==> src/rtl/key_event_sched.sv <==
// Turns debounced key levels into PRESS/RELEASE/LONG/REPEAT events, arbitrates
// pending events round-robin into a small show-ahead FIFO drained over valid/ready.
module key_event_sched #(
  parameter int          N_KEYS       = 4,
  parameter logic [15:0] TICK_DIV     = 16'd1000,
  parameter logic [15:0] LONG_TICKS   = 16'd1000,
  parameter logic [15:0] REPEAT_TICKS = 16'd200,
  parameter int          FIFO_DEPTH   = 4
) (
  input  logic              clk,
  input  logic              rst_n,
  input  logic [N_KEYS-1:0] key_i,
  output logic              evt_valid,
  input  logic              evt_ready,
  output logic [2:0]        evt_key,
  output logic [1:0]        evt_code,
  output logic              ovf_o,
  input  logic              ovf_clr
);

  localparam int PW = $clog2(FIFO_DEPTH);
  localparam logic [PW:0] PTR_ONE = {{PW{1'b0}}, 1'b1};

  typedef enum logic [1:0] {ST_IDLE, ST_HELD, ST_LONG} key_st_e;
  typedef enum logic [1:0] {
    EV_PRESS   = 2'b00,
    EV_RELEASE = 2'b01,
    EV_LONG    = 2'b10,
    EV_REPEAT  = 2'b11
  } ev_code_e;

  // Timing tick prescaler
  logic [15:0] tick_cnt;
  logic        tick;

  assign tick = (tick_cnt == TICK_DIV - 16'd1);

  always_ff @(posedge clk or negedge rst_n) begin
    if (!rst_n)    tick_cnt <= '0;
    else if (tick) tick_cnt <= '0;
    else           tick_cnt <= tick_cnt + 16'd1;
  end

  // Edge detection against the previous sampled level
  logic [N_KEYS-1:0] key_q, rise, fall;

  assign rise = key_i & ~key_q;
  assign fall = ~key_i & key_q;

  // Per-key state machines
  key_st_e           st_q   [N_KEYS];
  key_st_e           st_d   [N_KEYS];
  logic [15:0]       hold_q [N_KEYS];
  logic [15:0]       hold_d [N_KEYS];
  logic [N_KEYS-1:0] raise;
  ev_code_e          raise_code [N_KEYS];

  // NOTE: combinational blocks use blocking assignments and give every output a
  // default first, so no path leaves a value unassigned and no latch is inferred.
  always_comb begin
    for (int k = 0; k < N_KEYS; k++) begin
      st_d[k]       = st_q[k];
      hold_d[k]     = hold_q[k];
      raise[k]      = 1'b0;
      raise_code[k] = EV_PRESS;
      case (st_q[k])
        ST_IDLE: begin
          if (rise[k]) begin
            raise[k]      = 1'b1;
            raise_code[k] = EV_PRESS;
            st_d[k]       = ST_HELD;
            hold_d[k]     = '0;
          end
        end
        ST_HELD, ST_LONG: begin
          // A release on a threshold edge suppresses the LONG/REPEAT event.
          if (fall[k]) begin
            raise[k]      = 1'b1;
            raise_code[k] = EV_RELEASE;
            st_d[k]       = ST_IDLE;
            hold_d[k]     = '0;
          end else if (tick) begin
            if (st_q[k] == ST_HELD && hold_q[k] + 16'd1 == LONG_TICKS) begin
              raise[k]      = 1'b1;
              raise_code[k] = EV_LONG;
              st_d[k]       = ST_LONG;
              hold_d[k]     = '0;
            end else if (st_q[k] == ST_LONG && hold_q[k] + 16'd1 == REPEAT_TICKS) begin
              raise[k]      = 1'b1;
              raise_code[k] = EV_REPEAT;
              hold_d[k]     = '0;
            end else begin
              hold_d[k] = hold_q[k] + 16'd1;
            end
          end
        end
        default: st_d[k] = ST_IDLE;
      endcase
    end
  end

  // Pending slots, arbiter and FIFO handshake
  logic [N_KEYS-1:0] slot_v;
  logic [1:0]        slot_code [N_KEYS];
  logic [N_KEYS-1:0] drop;
  logic [7:0]        slot_v_pad;
  logic [2:0]        rr_ptr;
  logic [2:0]        grant_idx;
  logic              grant_v;
  logic [3:0]        cand;
  logic [PW:0]       wr_ptr, rd_ptr;
  logic              full, empty, push, pop;

  assign drop       = raise & slot_v;
  assign slot_v_pad = 8'(slot_v);

  always_comb begin
    grant_v   = 1'b0;
    grant_idx = '0;
    cand      = '0;
    for (int i = 0; i < N_KEYS; i++) begin
      cand = {1'b0, rr_ptr} + 4'(i);
      if (cand >= 4'(N_KEYS)) cand = cand - 4'(N_KEYS);
      if (!grant_v && slot_v_pad[cand[2:0]]) begin
        grant_v   = 1'b1;
        grant_idx = cand[2:0];
      end
    end
  end

  assign full  = (wr_ptr[PW] != rd_ptr[PW]) && (wr_ptr[PW-1:0] == rd_ptr[PW-1:0]);
  assign empty = (wr_ptr == rd_ptr);
  // Push is decided on the current occupancy; a same-cycle pop does not free a slot.
  assign push  = grant_v && !full;
  assign pop   = !empty && evt_ready;

  always_ff @(posedge clk or negedge rst_n) begin
    if (!rst_n) begin
      key_q  <= '0;
      slot_v <= '0;
      rr_ptr <= '0;
      ovf_o  <= 1'b0;
      for (int k = 0; k < N_KEYS; k++) begin
        st_q[k]      <= ST_IDLE;
        hold_q[k]    <= '0;
        slot_code[k] <= '0;
      end
    end else begin
      key_q <= key_i;
      for (int k = 0; k < N_KEYS; k++) begin
        st_q[k]   <= st_d[k];
        hold_q[k] <= hold_d[k];
        if (push && grant_idx == 3'(k)) slot_v[k] <= 1'b0;
        if (raise[k] && !slot_v[k]) begin
          slot_v[k]    <= 1'b1;
          slot_code[k] <= raise_code[k];
        end
      end
      if (push) rr_ptr <= (grant_idx == 3'(N_KEYS - 1)) ? 3'd0 : grant_idx + 3'd1;
      if (|drop)        ovf_o <= 1'b1;
      else if (ovf_clr) ovf_o <= 1'b0;
    end
  end

  // Event FIFO storage
  logic [2:0] mem_key  [FIFO_DEPTH];
  logic [1:0] mem_code [FIFO_DEPTH];

  // NOTE: the storage array has no reset; only the pointers do. Entries are never
  // read before being written, and the outputs are forced to zero while empty.
  always_ff @(posedge clk) begin
    if (push) begin
      mem_key[wr_ptr[PW-1:0]]  <= grant_idx;
      mem_code[wr_ptr[PW-1:0]] <= slot_code[grant_idx];
    end
  end

  always_ff @(posedge clk or negedge rst_n) begin
    if (!rst_n) begin
      wr_ptr <= '0;
      rd_ptr <= '0;
    end else begin
      if (push) wr_ptr <= wr_ptr + PTR_ONE;
      if (pop)  rd_ptr <= rd_ptr + PTR_ONE;
    end
  end

  assign evt_valid = !empty;
  assign evt_key   = evt_valid ? mem_key[rd_ptr[PW-1:0]]  : 3'd0;
  assign evt_code  = evt_valid ? mem_code[rd_ptr[PW-1:0]] : 2'd0;

endmodule

==> config.mk <==
export PLATFORM = sky130hd
export DESIGN_NAME = key_event_sched
export DESIGN_NICKNAME = d
export VERILOG_FILES = /design/src/rtl/key_event_sched.sv
export SDC_FILE = /design/constraint.sdc
export NUM_CORES = 1
export LEC_CHECK = 0
export ABC_AREA = 1
export BUFFER_PORTS_ARGS = -buffer_cell sky130_fd_sc_hd__clkbuf_2
export CAP_MARGIN = 20
export CORE_MARGIN = 4
export CORE_UTILIZATION = 30
export DETAILED_ROUTE_END_ITERATION = 7
export PLACE_DENSITY = 0.47
export SKIP_LAST_GASP = 1
export SYNTH_ARGS = -nofsm -noshare
export SYNTH_HDL_FRONTEND = slang
export SYNTH_SLANG_ARGS = --single-unit
==> constraint.sdc <==
create_clock -name clk -period 3.05 [get_ports clk]
set_clock_uncertainty 0.2 [all_clocks]
set_input_delay 0.915 -clock clk [delete_from_list [all_inputs] [get_ports clk]]
set_output_delay 0.915 -clock clk [all_outputs]
set_load 0.05 [all_outputs]
==> qor.csv, run 1 <==
stage;metric;value;unit
layout;most common cell after layout, fill and taps aside;nand2_1;
timing;crit share post-route;96.0;%
yosys;Synth top area share;33.1;%
place;Port Buffer Count;14;
cts;worst-skew pair later-pin latency;410;ps
floorplanning;I/O pin count;15;
worst_setup_path;endpoint class of the critical path;output port;
power_and_ir_drop;combinational power share;43.9;%
layout;layout cells sized above 1;11.5;%
power_and_ir_drop;Clock Power Share;25.2;%
yosys;Seq/Total Area, Yosys;40.0;%
floorplanning;Rows;61;
place;post-DP HPWL;14900;um
routing;Wirelength per Cell;12.4;um
worst_setup_path;FF-to-FF End;mem_code[0][0];
floorplanning;die extent in x;178;um
place;Place WS;200;ps
cts;Root Driver;clkbuf_16;
power_and_ir_drop;Switch Pwr;3.57;mW
global_routing;Total GRT Usage;13.3;%
cts;maximum level of the CTS H-tree;4;
cts;Clk pin slew, worst setup/hold paths;60;ps
power_and_ir_drop;Cell Int Power;4.83;mW
timing;Worst Tran Pin Value;549;ps
yosys;Syn Area/Cell;7.37;sq um
floorplanning;die area;31500;sq um
timing;setup ws final;121;ps
routing;# DRC;0;
timing;WHS;275;ps
yosys;cell count after synthesis;1171;
worst_setup_path;Worst setup SP type;flip-flop;
power_and_ir_drop;Tot Pwr;8.40;mW
layout;Area growth, synth to finish;15.1;%
routing;Avg Vias per Cell;4.47;
yosys;area leader, netlist;dfrtp_1;
global_routing;first-pass GRT wire length;34300;um
timing;Final setup viols;0;
layout;Fill cells;2981;
power_and_ir_drop;leakage;4.56;nW
floorplanning;DIE HEIGHT;178;um
worst_setup_path;Setup Crit Path Kind;flip-flop to output port;
floorplanning;Initial Utilization;30.7;%
routing;DR pass1 iterations;4;
power_and_ir_drop;Reg power frac;30.9;%
routing;Detailed Route WL;19900;um
power_and_ir_drop;peak supply drop;0.459;mV
floorplanning;core area;28100;sq um
global_routing;vias in the first global route;7040;
run_status;status;finished, final reports clean;
global_routing;initial antenna violation count;0;
worst_setup_path;r2r setup slk;340;ps
timing;Hold Fails Final Rpt;0;
routing;vias;7191;
timing;Min Clock Period, post-route;2930;ps
cts;Post-CTS Setup Bufs;0;
yosys;synth top area cells;dfrtp_1 (33%), nand2_1 (14%), inv_1 (8.0%);
place;Post-Place Cell Area;9320;sq um
timing;worst relative slew slack;63.4;%
cts;Clock Tree Buf Depth;2;
layout;ANT cells;0;
worst_setup_path;FF-to-FF Start;rr_ptr[1];
timing;fin. max-slew vios;0;
worst_setup_path;CP required;1930;ps
cts;TritonCTS Buffers;17;
routing;1st-iter DRT viols;333;
yosys;Syn Std Cell Area;8620;sq um
place;GP Congestion;0.789;
yosys;Synth Register Bits;134;
cts;CTS tree;yes;
cts;clock sink count;134;
worst_setup_path;Worst Setup SP;wr_ptr[0];
timing;RSZ-0062 raised after global routing;yes;
power_and_ir_drop;switch share;42.5;%
worst_setup_path;Worst Setup EP;evt_code[0];
layout;most frequent cells in the layout;nand2_1 (310), inv_1 (183), nor2_1 (125), dfrtp_1 (114), nand3_1 (83);
layout;final instance area;9930;sq um
yosys;async set-reset flop share out of synthesis;85.1;%
layout;Final nets;1262;
worst_setup_path;Critical Path Fanout Max;8;
global_routing;largest net degree at the start of global routing;38;
cts;cts hold-fix bufs;0;
timing;Highest Clock Rate;341;MHz
yosys;post-synthesis cell type count;56;
job;maxcap violations;0;
yosys;top_reg_cell synth;dfrtp_1;
power_and_ir_drop;PwrDens;846;nW/um^2
yosys;Ys Warns;0;
worst_setup_path;cell count of the worst reg-to-reg path;12;
worst_hold_path;Worst Hold Class;primary input to async pin;
yosys;number of flops mapped to enable cells by yosys;20;
routing;Post-DRT Antenna Nets;0;
worst_setup_path;Critical Path AT;1810;ps
global_routing;GR Overflow Total;0;
per-layer routing:
metal,GRT usage [%],routed length [um],vias to the layer above
met5,0,0,-
li1,-,-,3848
met3,2.36,415,22
met4,3.83,318,0
met1,18.2,10400,3271
met2,21.6,8840,50
registers in the layout, indices dropped and copies added (netlist names):
name	count
rd_ptr	3
st_q	8
rr_ptr	3
ovf_o	1
wr_ptr	3
mem_key	12
slot_code	8
mem_code	8
slot_v	4
tick_cnt	16
key_q	4
hold_q	64
cells by family (layout without fill, tap and decap cells):
family | after synthesis | in the layout | share of synthesized area (%)
other | 1 | 4 | 0.0435
XOR/XNOR | 22 | 22 | 2.32
AND/OR/NAND/NOR | 627 | 627 | 32.8
flip-flops | 134 | 134 | 40.0
multiplexers | 1 | 1 | 0.131
adder cells (fa/ha/maj) | 36 | 36 | 5.22
AO/OA/AOI/OAI | 148 | 148 | 10.4
buffers and inverters | 202 | 258 | 8.99
how the worst min path moves through the flow:
stage,startpoint,to,slack [ps],cells after the start
after detailed placement,tick_cnt[0],tick_cnt[0],260,1
after CTS,tick_cnt[0],tick_cnt[0],270,1
after floorplan,tick_cnt[0],tick_cnt[0],230,1
final,rst_n,hold_q[24],280,1
after global placement,tick_cnt[0],tick_cnt[0],260,1
after global routing,tick_cnt[0],tick_cnt[0],290,1
timing repair:
item                                    CTS  global route
gates resized for setup                   1             4
hold endpoints to repair                  0             0
endpoints found under the setup margin    1             4
pin swaps                                 0             1
final cells by class:
cell class | count | area [sq um] | share of cell area (%)
Sequential cell | 134 | 3450 | 34.8
Inverter | 189 | 709 | 7.15
Clock inverter | 8 | 95.1 | 0.958
Timing Repair Buffer | 38 | 278 | 2.80
Clock buffer | 23 | 509 | 5.13
Multi-Input combinational cell | 838 | 4410 | 44.4
Tap cell | 378 | 473 | 4.76
critical path: stages, from the launching register on:
cell     delay, ps
dfrtp_1        410
inv_1          150
nand2_1         60
a21oi_1        210
nand2_2        170
nand2_1        150
inv_1           50
buf_2          200
per-stage QoR:
stage,setup TNS [ps],std cells,util [%]
after floorplan,0,1174,-
after global placement,0,1577,33.2
after detailed placement,0,1577,33.2
after CTS,0,1608,35.3
after global routing,-0.565,1608,35.3
final,0,1608,35.3
cell usage after synthesis (13+ instances only):
cell,n
nand2_1,311
inv_1,183
nor2_1,125
dfrtp_1,114
nand3_1,83
o21ai_0,64
ha_1,36
nand4_1,28
o22ai_1,22
edfxtp_1,20
nor3_1,18
xor2_1,16
o21ai_1,15
nand2_2,14
a21oi_1,13
nor2_2,13
power by group through the flow:
stage | clock [mW] | combinational (mW) | sequential [mW]
floorplan | 0 | 2.59 | 2.61
detailed placement | 0 | 3.73 | 2.63
CTS | 2.18 | 3.76 | 2.60
global route | 2.25 | 4.19 | 2.64
finish | 2.11 | 3.69 | 2.59
global placement | 0 | 3.73 | 2.63
(Power assumes the default switching activity.)
==> run 2: changes to the inputs <==
Settings changed: CORE_UTILIZATION 30 to 35, PLACE_DENSITY 0.47 to not set.
==> qor.csv, run 2 (synthesis gave the netlist of run 1 again) <==
stage;metric;value;unit;change
timing;setup ws final;177;ps;+55.8 ps
layout;number of flip-flops in the largest register;64;;unchanged
worst_setup_path;CP required;1930;ps;about the same
routing;Wirelength per Cell;11.9;um;-3.9%
power_and_ir_drop;switch share;42.5;%;about the same
place;GP Congestion;0.898;;+14%
layout;most common cell after layout, fill and taps aside;nand2_1;;
global_routing;initial antenna violation count;0;;unchanged
power_and_ir_drop;leakage;4.52;nW;-0.97%
routing;DR pass1 iterations;5;;+1
timing;WHS;263;ps;-12.4 ps
worst_setup_path;Critical Path Fanout Max;8;;unchanged
timing;fin. max-slew vios;0;;unchanged
timing;worst relative slew slack;63.8;%;+0.39 points
place;post-DP HPWL;13900;um;-7.1%
floorplanning;die extent in x;165;um;-7.1%
timing;Highest Clock Rate;348;MHz;+1.9%
global_routing;first-pass GRT wire length;32100;um;-6.6%
worst_setup_path;Worst setup SP type;flip-flop;;
cts;Post-CTS Setup Bufs;0;;unchanged
cts;Clock Tree Buf Depth;2;;unchanged
global_routing;GR Overflow Total;0;;unchanged
cts;Clk pin slew, worst setup/hold paths;60;ps;about the same
timing;Hold Fails Final Rpt;0;;unchanged
routing;vias;7335;;+2.0%
routing;1st-iter DRT viols;370;;+11%
job;maxcap violations;0;;unchanged
timing;Worst Tran Pin Value;541;ps;-7.89 ps
cts;maximum level of the CTS H-tree;4;;unchanged
power_and_ir_drop;combinational power share;42.9;%;-1.0 points
layout;ANT cells;0;;unchanged
routing;Avg Vias per Cell;4.74;;+6.0%
floorplanning;DIE HEIGHT;165;um;-7.1%
floorplanning;Initial Utilization;35.6;%;+4.9 points
global_routing;largest net degree at the start of global routing;36;;-5.3%
routing;Detailed Route WL;18400;um;-7.5%
layout;Final nets;1255;;-0.55%
place;placed cells;1516;;-3.9%
power_and_ir_drop;Cell Int Power;4.75;mW;-1.6%
power_and_ir_drop;Reg power frac;32.1;%;+1.2 points
run_status;status;finished, final reports clean;;
power_and_ir_drop;Switch Pwr;3.51;mW;-1.7%
layout;Top reg by flops;hold_q;;
layout;final core utilization;40.4;%;+5.1 points
routing;# DRC;0;;unchanged
layout;layout cells sized above 1;11.0;%;-0.43 points
timing;Final setup viols;0;;unchanged
global_routing;Total GRT Usage;14.4;%;+1.1 points
global_routing;vias in the first global route;6795;;-3.5%
layout;Area growth, synth to finish;13.7;%;
timing;RSZ-0062 raised after global routing;yes;;
timing;crit share post-route;94.2;%;-1.8 points
floorplanning;I/O pin count;15;;unchanged
worst_setup_path;crit-path cells;inv_1, nand2_1, a21oi_2, nand2_2, nand2_1, inv_1, clkbuf_2;;
floorplanning;die area;27200;sq um;-14%
worst_setup_path;Critical Path AT;1760;ps;-50 ps
layout;most frequent cells in the layout;nand2_1 (310), inv_1 (182), nor2_1 (125), dfrtp_1 (113), nand3_1 (83);;
cts;CTS tree;yes;;
floorplanning;core area;24200;sq um;-14%
power_and_ir_drop;PwrDens;843;nW/um^2;-0.42%
cts;worst-skew pair later-pin latency;420;ps;about the same
timing;Min Clock Period, post-route;2870;ps;-55.8 ps
cts;TritonCTS Buffers;17;;unchanged
worst_setup_path;CP peak stage delay;420;ps;about the same
routing;Post-DRT Antenna Nets;0;;unchanged
worst_setup_path;endpoint class of the critical path;output port;;
power_and_ir_drop;Tot Pwr;8.26;mW;-1.6%
worst_setup_path;Setup Crit Path Kind;flip-flop to output port;;
floorplanning;Rows;57;;-6.6%
cts;clock sink count;134;;unchanged
power_and_ir_drop;Clock Power Share;25.0;%;-0.2 points
place;Port Buffer Count;14;;unchanged
power_and_ir_drop;peak supply drop;0.468;mV;+1.8%
worst_hold_path;Worst Hold Class;primary input to async pin;;
cts;Root Driver;clkbuf_16;;
worst_setup_path;crit path max-delay cell type;dfrtp_1;;
layout;Layout Cells excl Fill;1548;;-3.7%
place;Place WS;310;ps;+110 ps
-- run 2: cell count changes in the layout (fill, tap and decap cells not counted), sizes merged --
cell,change
clkinvlp,-1
clkbuf,+3
buf,-11
clkinv,+2
bufinv,+1
-- run 2: critical path, delay by kind of cell (launching register included) --
family | cells | cell delay, ps
flops | 1 | 420
compound gates | 1 | 170
simple gates | 3 | 330
buf+inv | 3 | 420
-- run 2: through the flow --
step	TNS [ps]	instance area, sq um
after floorplan	0	8640
after global routing	-4.07	9800
after CTS	0	9790
after global placement	0	9200
after detailed placement	0	9200
final	0	9800
-- run 2: final cells by class --
type	count	area, sq um
Fill cell	2513	14400
Multi-Input combinational cell	838	4420
Sequential cell	134	3450
Inverter	189	709
Clock buffer	22	454
Tap cell	324	405
Timing Repair Buffer	31	230
Clock inverter	10	130
-- run 2: per-layer routing --
| layer | global-route usage (%) | vias to the layer above | routed length (um) |
|---|---|---|---|
| met5 | 0 | - | 0 |
| met4 | 4.91 | 0 | 293 |
| met1 | 20.0 | 3362 | 9340 |
| li1 | - | 3852 | - |
| met2 | 22.7 | 97 | 8320 |
| met3 | 2.70 | 24 | 478 |
-- run 2: power groups by stage --
| stage | clock [mW] | combinational (mW) | sequential (mW) |
|---|---|---|---|
| after CTS | 2.11 | 3.55 | 2.65 |
| after floorplan | 0 | 2.59 | 2.61 |
| after global placement | 0 | 3.48 | 2.67 |
| after global routing | 2.21 | 4.04 | 2.70 |
| after detailed placement | 0 | 3.53 | 2.68 |
| final | 2.06 | 3.54 | 2.65 |
-- run 2: repair_timing --
item / CTS / global route
gates resized for setup: 1 / 8
hold buffers: 0 / 0
setup endpoints to repair: 5 / 6
endpoints found under the hold margin: 0 / 0
-- run 2: worst paths after layout --
check                           cells past startpoint  slack (ps)              to         from
max in group asynchronous                           2        1770       hold_q[1]        rst_n
worst min register to register                      1         270     tick_cnt[0]  tick_cnt[0]
worst min-delay path                                1         260      hold_q[44]        rst_n
worst max-delay path                                7         180      evt_key[0]    wr_ptr[0]
min in group clk                                    1         270     tick_cnt[0]  tick_cnt[0]
worst max register to register                      9         300  mem_code[1][0]    rr_ptr[1]
==> run 3: changes to the inputs <==
Clock period 3.05 ns to 3.1 ns, I/O delays scaled along.
==> qor.csv, run 3 (synthesis gave the netlist of run 1 again) <==
stage;metric;value;unit;change
layout;Top reg by flops;hold_q;;
global_routing;initial antenna violation count;0;;unchanged
timing;worst relative slew slack;66.5;%;+2.8 points
global_routing;first-pass GRT wire length;32700;um;+2.0%
layout;final instance area;9780;sq um;-0.24%
cts;Root Driver;clkbuf_16;;
power_and_ir_drop;leakage;4.51;nW;-0.27%
worst_setup_path;Critical Path AT;1820;ps;+60 ps
worst_setup_path;Critical Path Fanout Max;12;;+4
floorplanning;DIE HEIGHT;165;um;unchanged
cts;maximum level of the CTS H-tree;4;;unchanged
routing;Post-DRT Antenna Nets;0;;unchanged
routing;DR pass1 iterations;5;;unchanged
cts;TritonCTS Buffers;17;;unchanged
timing;RSZ-0062 raised after global routing;yes;;
timing;Highest Clock Rate;339;MHz;
routing;1st-iter DRT viols;446;;+21%
routing;# DRC;0;;unchanged
routing;Avg Vias per Cell;4.73;;-0.15%
layout;final core utilization;40.3;%;-0.098 points
worst_setup_path;CP required;1970;ps;+40 ps
cts;clock sink count;134;;unchanged
cts;CTS tree;yes;;
cts;Clock Tree Buf Depth;2;;unchanged
timing;Hold Fails Final Rpt;0;;unchanged
layout;most common cell after layout, fill and taps aside;nand2_1;;
run_status;status;finished, final reports clean;;
floorplanning;Rows;57;;unchanged
place;Port Buffer Count;14;;unchanged
cts;worst-skew pair later-pin latency;420;ps;about the same
place;Post-Place Cell Area;9190;sq um;about the same
layout;ANT cells;0;;unchanged
layout;Area growth, synth to finish;13.4;%;
worst_setup_path;endpoint class of the critical path;output port;;
routing;Wirelength per Cell;12.1;um;+1.8%
worst_setup_path;Worst setup SP type;flip-flop;;
worst_setup_path;Setup Crit Path Kind;flip-flop to output port;;
worst_setup_path;CP peak stage delay;400;ps;-20 ps
power_and_ir_drop;peak supply drop;0.625;mV;+34%
routing;Detailed Route WL;18700;um;+1.7%
floorplanning;core area;24200;sq um;unchanged
worst_setup_path;Crit path top cell by count;nand2_1;;
timing;crit share post-route;95.1;%;
floorplanning;die area;27200;sq um;unchanged
cts;Clk pin slew, worst setup/hold paths;60;ps;about the same
place;GP Congestion;0.869;;-3.2%
global_routing;GR Overflow Total;0;;unchanged
floorplanning;I/O pin count;15;;unchanged
timing;Final setup viols;0;;unchanged
global_routing;vias in the first global route;6880;;+1.3%
worst_setup_path;crit path max-delay cell type;dfrtp_1;;
floorplanning;die extent in x;165;um;unchanged
place;post-DP HPWL;13900;um;about the same
routing;vias;7319;;-0.22%
global_routing;largest net degree at the start of global routing;49;;+36%
power_and_ir_drop;PwrDens;832;nW/um^2;-1.3%
layout;most frequent cells in the layout;nand2_1 (310), inv_1 (181), nor2_1 (125), dfrtp_1 (113), nand3_1 (83);;
timing;Worst Tran Pin Value;500;ps;-41.1 ps
layout;layout cells sized above 1;10.8;%;-0.24 points
floorplanning;Initial Utilization;35.6;%;unchanged
timing;fin. max-slew vios;0;;unchanged
timing;WHS;250;ps;-12.8 ps
cts;cts hold-fix bufs;0;;unchanged
timing;Min Clock Period, post-route;2950;ps;
worst_hold_path;Worst Hold Class;primary input to async pin;;
global_routing;Total GRT Usage;14.7;%;+0.27 points
layout;number of flip-flops in the largest register;64;;unchanged
layout;Final nets;1255;;unchanged
job;maxcap violations;0;;unchanged
worst_setup_path;crit-path cells;clkinvlp_4, nand2_1, a21oi_1, nand2_2, nand2_1, inv_1, clkbuf_2;;
==> run 3: cell count changes in the layout (fill, tap and decap cells not counted), sizes merged <==
| cell | delta |
|---|---|
| clkinv | -4 |
| clkbuf | +4 |
| inv | -1 |
| buf | +1 |
| bufinv | -1 |
==> run 3: report_power, final <==
group          leakage (nW)  internal (mW)  switching (mW)
clock network         0.281           1.26           0.727
registers              1.71           2.33           0.278
logic                  2.51           1.07            2.46
total                  4.51           4.67            3.47
==> run 3: repair_timing <==
action	in CTS	in global routing
gates resized for setup	0	5
buffers inserted	0	1
setup endpoints to repair	0	6
endpoints found under the hold margin	0	0
==> run 3: area by class of cell <==
| type | count | area [sq um] |
|---|---|---|
| Fill cell | 2532 | 14500 |
| Multi-Input combinational cell | 838 | 4410 |
| Sequential cell | 134 | 3450 |
| Inverter | 189 | 713 |
| Clock buffer | 27 | 503 |
| Tap cell | 324 | 405 |
| Timing Repair Buffer | 31 | 225 |
| Clock inverter | 4 | 70.1 |
==> run 3: worst max-delay path: cells and delay by family (launching register included) <==
kind / cells / cell delay, ps
buffers and inverters: 3 / 440
DFF: 1 / 400
and+or+nand+nor: 3 / 330
AOI/OAI and AO/OA: 1 / 230
==> run 3: metrics by stage <==
stage	cells	TNS (ps)	setup slack, ps	total power [mW]
after CTS	1546	0	22.1	8.19
after global placement	1515	0	392	6.09
after global routing	1547	-81.6	-32.3	8.84
final	1547	0	151	8.14
after floorplan	1174	0	459	5.11
after detailed placement	1515	0	330	6.15
==> run 3: worst paths after layout <==
check / startpoint / slack [ps] / depth (start not counted) / endpoint
max: rd_ptr[0] / 150 / 7 / evt_key[2]
min: rst_n / 250 / 1 / hold_q[45]
max reg2reg: rr_ptr[1] / 350 / 11 / mem_code[3][0]
min reg2reg: tick_cnt[0] / 280 / 1 / tick_cnt[0]
max in group asynchronous: rst_n / 1840 / 2 / tick_cnt[0]
min in group clk: tick_cnt[0] / 280 / 1 / tick_cnt[0]
==> run 3: routing by layer <==
layer | GRT usage (%) | part of all wire, % | vias to the layer above
met5 | 0 | 0 | -
met4 | 3.93 | 0.89 | 0
met3 | 2.97 | 2.9 | 14
met2 | 22.9 | 45 | 117
met1 | 20.8 | 52 | 3359
li1 | - | - | 3829
